`src/rtl/vga_timing_pkg.sv`:
```
// Standard VGA mode timings and helpers shared by the sync generator and its axis counters.
package vga_timing_pkg;

  // 640x480 @ 60 Hz (25.175 MHz pixel clock), negative syncs
  localparam int VGA640_H_ACTIVE = 640;
  localparam int VGA640_H_FP     = 16;
  localparam int VGA640_H_SYNC   = 96;
  localparam int VGA640_H_BP     = 48;
  localparam bit VGA640_H_POL    = 1'b0;
  localparam int VGA640_V_ACTIVE = 480;
  localparam int VGA640_V_FP     = 10;
  localparam int VGA640_V_SYNC   = 2;
  localparam int VGA640_V_BP     = 33;
  localparam bit VGA640_V_POL    = 1'b0;

  // 800x600 @ 60 Hz (40 MHz pixel clock), positive syncs
  localparam int VGA800_H_ACTIVE = 800;
  localparam int VGA800_H_FP     = 40;
  localparam int VGA800_H_SYNC   = 128;
  localparam int VGA800_H_BP     = 88;
  localparam bit VGA800_H_POL    = 1'b1;
  localparam int VGA800_V_ACTIVE = 600;
  localparam int VGA800_V_FP     = 1;
  localparam int VGA800_V_SYNC   = 4;
  localparam int VGA800_V_BP     = 23;
  localparam bit VGA800_V_POL    = 1'b1;

  function automatic int axis_total(input int active, input int fp, input int sync, input int bp);
    return active + fp + sync + bp;
  endfunction

endpackage

```
`src/rtl/vga_sync_gen_if.sv`:
```
// Timing bundle from the sync generator to the pixel pipeline; the consumer owns the run enable.
interface vga_sync_gen_if #(
  parameter int CNT_W = 10
);
  logic             en;
  logic             pixel_tick;
  logic [CNT_W-1:0] pixel_x;
  logic [CNT_W-1:0] pixel_y;
  logic             hsync;
  logic             vsync;
  logic             video_on;
  logic             h_line_end;
  logic             v_frame_end;
  logic             frame_start;

  modport master (
    input  en,
    output pixel_tick, pixel_x, pixel_y, hsync, vsync, video_on,
           h_line_end, v_frame_end, frame_start
  );

  modport slave (
    output en,
    input  pixel_tick, pixel_x, pixel_y, hsync, vsync, video_on,
           h_line_end, v_frame_end, frame_start
  );
endinterface

```
`src/rtl/vga_axis_counter.sv`:
```
// One timing axis: wrapping position counter plus registered sync-window and active-region decode.
module vga_axis_counter
  import vga_timing_pkg::*;
#(
  parameter int ACTIVE = VGA640_H_ACTIVE,
  parameter int FP     = VGA640_H_FP,
  parameter int SYNC   = VGA640_H_SYNC,
  parameter int BP     = VGA640_H_BP,
  parameter bit POL    = VGA640_H_POL,
  parameter int CNT_W  = 10
) (
  input  logic             clk,
  input  logic             reset_n,
  input  logic             advance,
  output logic [CNT_W-1:0] count,
  output logic             at_end,
  output logic             wrap,
  output logic             sync,
  output logic             active
);

  localparam int               TOTAL       = axis_total(ACTIVE, FP, SYNC, BP);
  localparam logic [CNT_W-1:0] LAST        = CNT_W'(TOTAL - 1);
  localparam logic [CNT_W-1:0] SYNC_START  = CNT_W'(ACTIVE + FP);
  localparam logic [CNT_W-1:0] SYNC_STOP   = CNT_W'(ACTIVE + FP + SYNC);
  localparam logic [CNT_W-1:0] ACTIVE_STOP = CNT_W'(ACTIVE);

  logic [CNT_W-1:0] count_next;
  logic             sync_next;

  assign at_end = (count == LAST);
  assign wrap   = advance && at_end;

  // Explicit compare-then-wrap so the period never depends on CNT_W overflow.
  always_comb begin
    count_next = count;
    if (advance) count_next = at_end ? '0 : count + CNT_W'(1);
  end

  assign sync_next = (count_next >= SYNC_START) && (count_next < SYNC_STOP);

  // Decodes are taken from the next count so they line up with the count they describe.
  always_ff @(posedge clk or negedge reset_n) begin
    if (!reset_n) begin
      count  <= '0;
      sync   <= ~POL;
      active <= 1'b1;
    end else begin
      count  <= count_next;
      sync   <= sync_next ? POL : ~POL;
      active <= (count_next < ACTIVE_STOP);
    end
  end

endmodule

```
`src/rtl/vga_sync_gen.sv`:
```
// VGA timing generator: pixel-rate divider driving horizontal and vertical axis counters.
module vga_sync_gen
  import vga_timing_pkg::*;
#(
  parameter int H_ACTIVE = VGA640_H_ACTIVE,
  parameter int H_FP     = VGA640_H_FP,
  parameter int H_SYNC   = VGA640_H_SYNC,
  parameter int H_BP     = VGA640_H_BP,
  parameter int V_ACTIVE = VGA640_V_ACTIVE,
  parameter int V_FP     = VGA640_V_FP,
  parameter int V_SYNC   = VGA640_V_SYNC,
  parameter int V_BP     = VGA640_V_BP,
  parameter bit H_POL    = VGA640_H_POL,
  parameter bit V_POL    = VGA640_V_POL,
  parameter int CLK_DIV  = 2,
  parameter int CNT_W    = 10
) (
  input  logic           clk,
  input  logic           reset_n,
  vga_sync_gen_if.master vga
);

  localparam int               DIV_W    = (CLK_DIV > 1) ? $clog2(CLK_DIV) : 1;
  localparam logic [DIV_W-1:0] DIV_LAST = DIV_W'(CLK_DIV - 1);

  logic             run;
  logic [DIV_W-1:0] div;
  logic             tick;
  logic             frame_q;
  logic [CNT_W-1:0] x;
  logic [CNT_W-1:0] y;
  logic             h_end, h_wrap, h_sync, h_active;
  logic             v_end, v_wrap, v_sync, v_active;

  // The first edge after reset release only arms the divider, so the first
  // tick lands CLK_DIV cycles after release for every divide ratio.
  always_ff @(posedge clk or negedge reset_n) begin
    if (!reset_n) begin
      run     <= 1'b0;
      div     <= '0;
      frame_q <= 1'b0;
    end else begin
      run     <= 1'b1;
      if (vga.en && run) div <= (div == DIV_LAST) ? '0 : div + DIV_W'(1);
      frame_q <= v_wrap;
    end
  end

  assign tick = vga.en && run && (div == DIV_LAST);

  vga_axis_counter #(
    .ACTIVE (H_ACTIVE),
    .FP     (H_FP),
    .SYNC   (H_SYNC),
    .BP     (H_BP),
    .POL    (H_POL),
    .CNT_W  (CNT_W)
  ) u_h_axis (
    .clk     (clk),
    .reset_n (reset_n),
    .advance (tick),
    .count   (x),
    .at_end  (h_end),
    .wrap    (h_wrap),
    .sync    (h_sync),
    .active  (h_active)
  );

  vga_axis_counter #(
    .ACTIVE (V_ACTIVE),
    .FP     (V_FP),
    .SYNC   (V_SYNC),
    .BP     (V_BP),
    .POL    (V_POL),
    .CNT_W  (CNT_W)
  ) u_v_axis (
    .clk     (clk),
    .reset_n (reset_n),
    .advance (h_wrap),
    .count   (y),
    .at_end  (v_end),
    .wrap    (v_wrap),
    .sync    (v_sync),
    .active  (v_active)
  );

  assign vga.pixel_tick  = tick;
  assign vga.pixel_x     = x;
  assign vga.pixel_y     = y;
  assign vga.hsync       = h_sync;
  assign vga.vsync       = v_sync;
  assign vga.video_on    = h_active && v_active;
  assign vga.h_line_end  = h_end;
  assign vga.v_frame_end = h_end && v_end;
  assign vga.frame_start = frame_q && vga.en;

endmodule

```
`src/flat_wrapper.sv`:
```
// flat-port wrapper written by rule: the top's interface ports become plain ports
module vga_sync_gen_flat import vga_timing_pkg::*;
#(
  parameter int H_ACTIVE = VGA640_H_ACTIVE,
  parameter int H_FP     = VGA640_H_FP,
  parameter int H_SYNC   = VGA640_H_SYNC,
  parameter int H_BP     = VGA640_H_BP,
  parameter int V_ACTIVE = VGA640_V_ACTIVE,
  parameter int V_FP     = VGA640_V_FP,
  parameter int V_SYNC   = VGA640_V_SYNC,
  parameter int V_BP     = VGA640_V_BP,
  parameter bit H_POL    = VGA640_H_POL,
  parameter bit V_POL    = VGA640_V_POL,
  parameter int CLK_DIV  = 2,
  parameter int CNT_W    = 10
)
  (clk, reset_n, vga_en, vga_pixel_tick, vga_pixel_x, vga_pixel_y, vga_hsync, vga_vsync, vga_video_on, vga_h_line_end, vga_v_frame_end, vga_frame_start);
  vga_sync_gen_if #(.CNT_W(CNT_W)) vga_i ();
  input  logic clk;
  input  logic reset_n;
  input wire logic [$bits(vga_i.en)-1:0] vga_en;
  output wire logic [$bits(vga_i.pixel_tick)-1:0] vga_pixel_tick;
  output wire logic [$bits(vga_i.pixel_x)-1:0] vga_pixel_x;
  output wire logic [$bits(vga_i.pixel_y)-1:0] vga_pixel_y;
  output wire logic [$bits(vga_i.hsync)-1:0] vga_hsync;
  output wire logic [$bits(vga_i.vsync)-1:0] vga_vsync;
  output wire logic [$bits(vga_i.video_on)-1:0] vga_video_on;
  output wire logic [$bits(vga_i.h_line_end)-1:0] vga_h_line_end;
  output wire logic [$bits(vga_i.v_frame_end)-1:0] vga_v_frame_end;
  output wire logic [$bits(vga_i.frame_start)-1:0] vga_frame_start;
  assign vga_i.en = vga_en;
  assign vga_pixel_tick = vga_i.pixel_tick;
  assign vga_pixel_x = vga_i.pixel_x;
  assign vga_pixel_y = vga_i.pixel_y;
  assign vga_hsync = vga_i.hsync;
  assign vga_vsync = vga_i.vsync;
  assign vga_video_on = vga_i.video_on;
  assign vga_h_line_end = vga_i.h_line_end;
  assign vga_v_frame_end = vga_i.v_frame_end;
  assign vga_frame_start = vga_i.frame_start;
  vga_sync_gen #(.H_ACTIVE(H_ACTIVE), .H_FP(H_FP), .H_SYNC(H_SYNC), .H_BP(H_BP), .V_ACTIVE(V_ACTIVE), .V_FP(V_FP), .V_SYNC(V_SYNC), .V_BP(V_BP), .H_POL(H_POL), .V_POL(V_POL), .CLK_DIV(CLK_DIV), .CNT_W(CNT_W)) u_core (.clk(clk), .reset_n(reset_n), .vga(vga_i));
endmodule
```
`config.mk`:
```
export PLATFORM = sky130hd
export DESIGN_NAME = vga_sync_gen_flat
export DESIGN_NICKNAME = d
export VERILOG_FILES = /design/src/rtl/vga_timing_pkg.sv /design/src/rtl/vga_sync_gen_if.sv /design/src/rtl/vga_axis_counter.sv /design/src/rtl/vga_sync_gen.sv /design/src/flat_wrapper.sv
export SDC_FILE = /design/constraint.sdc
export NUM_CORES = 1
export LEC_CHECK = 0
export BUFFER_PORTS_ARGS = -buffer_cell sky130_fd_sc_hd__buf_2
export CORE_ASPECT_RATIO = 1.75
export CORE_UTILIZATION = 40
export CTS_BUF_LIST = sky130_fd_sc_hd__clkbuf_16
export DETAILED_ROUTE_END_ITERATION = 8
export PLACE_DENSITY = 0.64
export SYNTH_ARGS = -nofsm -noshare
export SYNTH_HDL_FRONTEND = slang
export SYNTH_SLANG_ARGS = --single-unit
```
`constraint.sdc`:
```
create_clock -name clk -period 2.7 [get_ports clk]
set_input_delay 0.27 -clock clk [delete_from_list [all_inputs] [get_ports clk]]
set_output_delay 0.27 -clock clk [all_outputs]
set_load 0.005 [all_outputs]
```
==> metrics.csv <==
stage;metric;value;unit
sta;worst_slew_pin_slew;0.598;ns
yosys;synth_nets;152;
yosys;synth_ff_type;dfrtp_1;
placement;gp_congestion;0.867;
detailed_routing;vias;1196;
sta;drv_slew;0;
pwr;switching_share;0.251;
yosys;postSynthAreaPerCell;9.60;sq um
sta;min_period;2.44;ns
critical_path;critPathTopFamily;simple AND/OR/NAND/NOR gates;
sta;maxSlewHeadroom;0.602;
sta;fmax;409;MHz
pwr;powerDensity;549;nW/um^2
detailed_routing;finalWirelength;3150;um
sta;fin_skew;0.00227;ns
floorplanning;die_area;3750;sq um
critical_path;arrival;2.61;ns
detailed_routing;drtPass1Iterations;4;
critical_path;slowest_delay;0.72;ns
yosys;async_flop_share;1.00;
sta;grt_setup_unrepaired;no;
yosys;synth_commonest_cells;dfrtp_1, nand2_1, nand3_1, nand4_1;
yosys;yosys.area.top_type;dfrtp_1;
clock_tree;clkLatencyLatePin;0.26;ns
final_layout;n_antenna_cell;0;
clock_tree;tritoncts;yes;
yosys;synth.distinct_cells;40;
yosys;ys_seq_area_frac;0.486;
placement;port-buffer-count;29;
pwr;intPower;692;uW
critical_path;critPathLaunchType;flip-flop;
clock_tree;cts_buffers;3;
sta;fin_ws;0.256;ns
yosys;yosysWarnings;0;
yosys;synth_seq_cells;27;
pwr;vdd_drop_max;0.000455;V
run;drv_cap;0;
detailed_routing;wl_per_cell;14.3;um
final_layout;area_delta_synth_final;20.0;%
critical_path;crit_path_end_kind;flip-flop;
clock_tree;clock-sinks;27;
pwr;p_comb_frac;0.127;
global_routing;antenna_found_initial;0;
critical_path;cp_data_required_time;2.86;ns
critical_path;r2r_setup_slack;0.26;ns
global_routing;overflow;0;
critical_path;path_cells;ha_1 > nand2_1 > or4_1 > or4_4 > a21oi_2 > nand4_1;
worst_hold_path;hold_path.class;in -> async;
clock_tree;root_buffer;clkbuf_16;
sta;final.setup.tns;0;ns
clock_tree;post_cts_buffers;0;
yosys;synth_area;1400;sq um
placement;pre_cts_ws;0.260;ns
global_routing;track_usage;0.185;
floorplanning;start_util;0.417;
detailed_routing;antenna_left;0;
final_layout;drive_gt1_frac;0.256;
pwr;power.switching;231;uW
pwr;seqPwrFrac;0.520;
final_layout;fin_area;1680;sq um
critical_path;critPathKind;reg -> reg;
pwr;p_leak;0.776;nW
detailed_routing;drc;0;
global_routing;first_global_vias;1112;
yosys;netlist_top_cells_area;dfrtp_1, dfstp_2, xnor2_1, nand4_1, nand3_1;
clock_tree;cts_resized;0;
floorplanning;die_w;46.7;um
floorplanning;dieHeight;80.3;um
sta;hold_viol;0;
critical_path;crit_path_max_fanout;8;
clock_tree;cts_hold_buf;0;
sta;setup_viol;0;
clock_tree;htreeDepth;1;
floorplanning;rows;28;
global_routing;grt_max_degree;28;
sta;period_share;0.905;
yosys;syn_inst;146;
placement;dp_hpwl;2420;um
clock_tree;clkTransAtPathRegs;0.06;ns
critical_path;path_buf_inv;0;
yosys;synth_top_cell_area_share;0.411;
detailed_routing;first_iter_violations;29;
outcome;run_status;finished, final reports clean;
clock_tree;cts_max_path_buffers;2;
yosys;yosysMostFrequentCell;dfrtp_1;
floorplanning;ios;30;
placement;place_area;1600;sq um
final_layout;nets;183;
global_routing;grt_pass1_wl;5090;um
pwr;pwr-share-clk;0.353;
critical_path;slowest_stage;or4_1;
floorplanning;coreArea;3360;sq um
yosys;synth_edf_count;0;
detailed_routing;via_per_inst;5.41;
[metrics by stage]
step | hold WS [ns] | total power, mW | util | instances
global placement | 0.303 | 0.599 | 0.477 | 217
finish | 0.0149 | 0.924 | 0.500 | 221
global route | 0.0678 | 0.978 | 0.500 | 221
floorplan | -0.0256 | 0.545 | - | 146
detailed placement | 0.315 | 0.608 | 0.477 | 217
CTS | 0.0387 | 0.938 | 0.500 | 221
[routing by layer]
metal	track usage	routed length (um)
met4	0.0629	63
met3	0.0202	83
met5	0	0
met1	0.217	1230
met2	0.329	1780
[cells in the final DEF, fill, tap and decap left out, types with 2 or more instances in the layout]
master / count
a21oi_1: 4
a31oi_1: 2
and2_1: 3
buf_2: 29
buf_4: 2
clkbuf_16: 3
dfrtp_1: 23
dfstp_2: 4
ha_1: 3
inv_1: 9
mux2i_1: 2
nand2_1: 13
nand2b_1: 2
nand3_1: 11
nand4_1: 11
nand4b_1: 2
nor2_1: 5
nor2b_1: 2
nor3_1: 5
nor4_1: 2
o21ai_0: 8
o31ai_1: 2
or3_1: 2
or4_1: 2
xnor2_1: 8
xor2_1: 2
[cell families (layout without fill, tap and decap cells)]
group / count (synthesis) / in the layout / share of synthesized area
AO/OA/AOI/OAI: 22 / 22 / 0.0964
XOR/XNOR: 10 / 10 / 0.0625
adder cells (fa/ha/maj): 3 / 3 / 0.0268
buffers and inverters: 13 / 43 / 0.0366
flip-flops: 27 / 27 / 0.486
multiplexers: 2 / 2 / 0.0143
other: 1 / 1 / 0.00268
AND/OR/NAND/NOR: 68 / 68 / 0.275
[registers in the layout, summed over array words and instances (netlist names)]
register                cells
u_core.run                  1
u_core.u_h_axis.sync        1
u_core.div                  1
u_core.u_h_axis.count      10
u_core.u_v_axis.count      10
u_core.frame_q              1
u_core.u_v_axis.sync        1
u_core.u_v_axis.active      1
u_core.u_h_axis.active      1
[final cells by class]
class,instances,area [sq um]
sequential,27,681
clock inverter,1,3.75
multi-input combinational,106,676
timing repair buffer,31,160
inverter,8,30.0
tap,45,56.3
fill,339,1680
clock buffer,3,75.1
[power by group through the flow]
stage / logic (mW) / clock network [mW] / registers [mW]
detailed placement: 0.120 / 0 / 0.488
global route: 0.132 / 0.360 / 0.487
global placement: 0.115 / 0 / 0.483
CTS: 0.121 / 0.337 / 0.481
floorplan: 0.0606 / 0 / 0.484
finish: 0.117 / 0.326 / 0.481
[final timing paths]
kind | startpoint | to | cells after the start
worst min register to register | u_core.div$_DFFE_PN0N_ | u_core.div$_DFFE_PN0N_ | 1
worst min-delay path | reset_n | u_core.u_h_axis.count[4]$_DFF_PN0_ | 1
worst max register to register | u_core.u_h_axis.count[0]$_DFF_PN0_ | u_core.u_v_axis.sync$_DFF_PN1_ | 6
min in group clk | vga_en | u_core.div$_DFFE_PN0N_ | 3
worst max-delay path | u_core.u_h_axis.count[0]$_DFF_PN0_ | u_core.u_v_axis.sync$_DFF_PN1_ | 6
max in group asynchronous | reset_n | u_core.u_v_axis.count[5]$_DFF_PN0_ | 1
(Power assumes the default switching activity.)
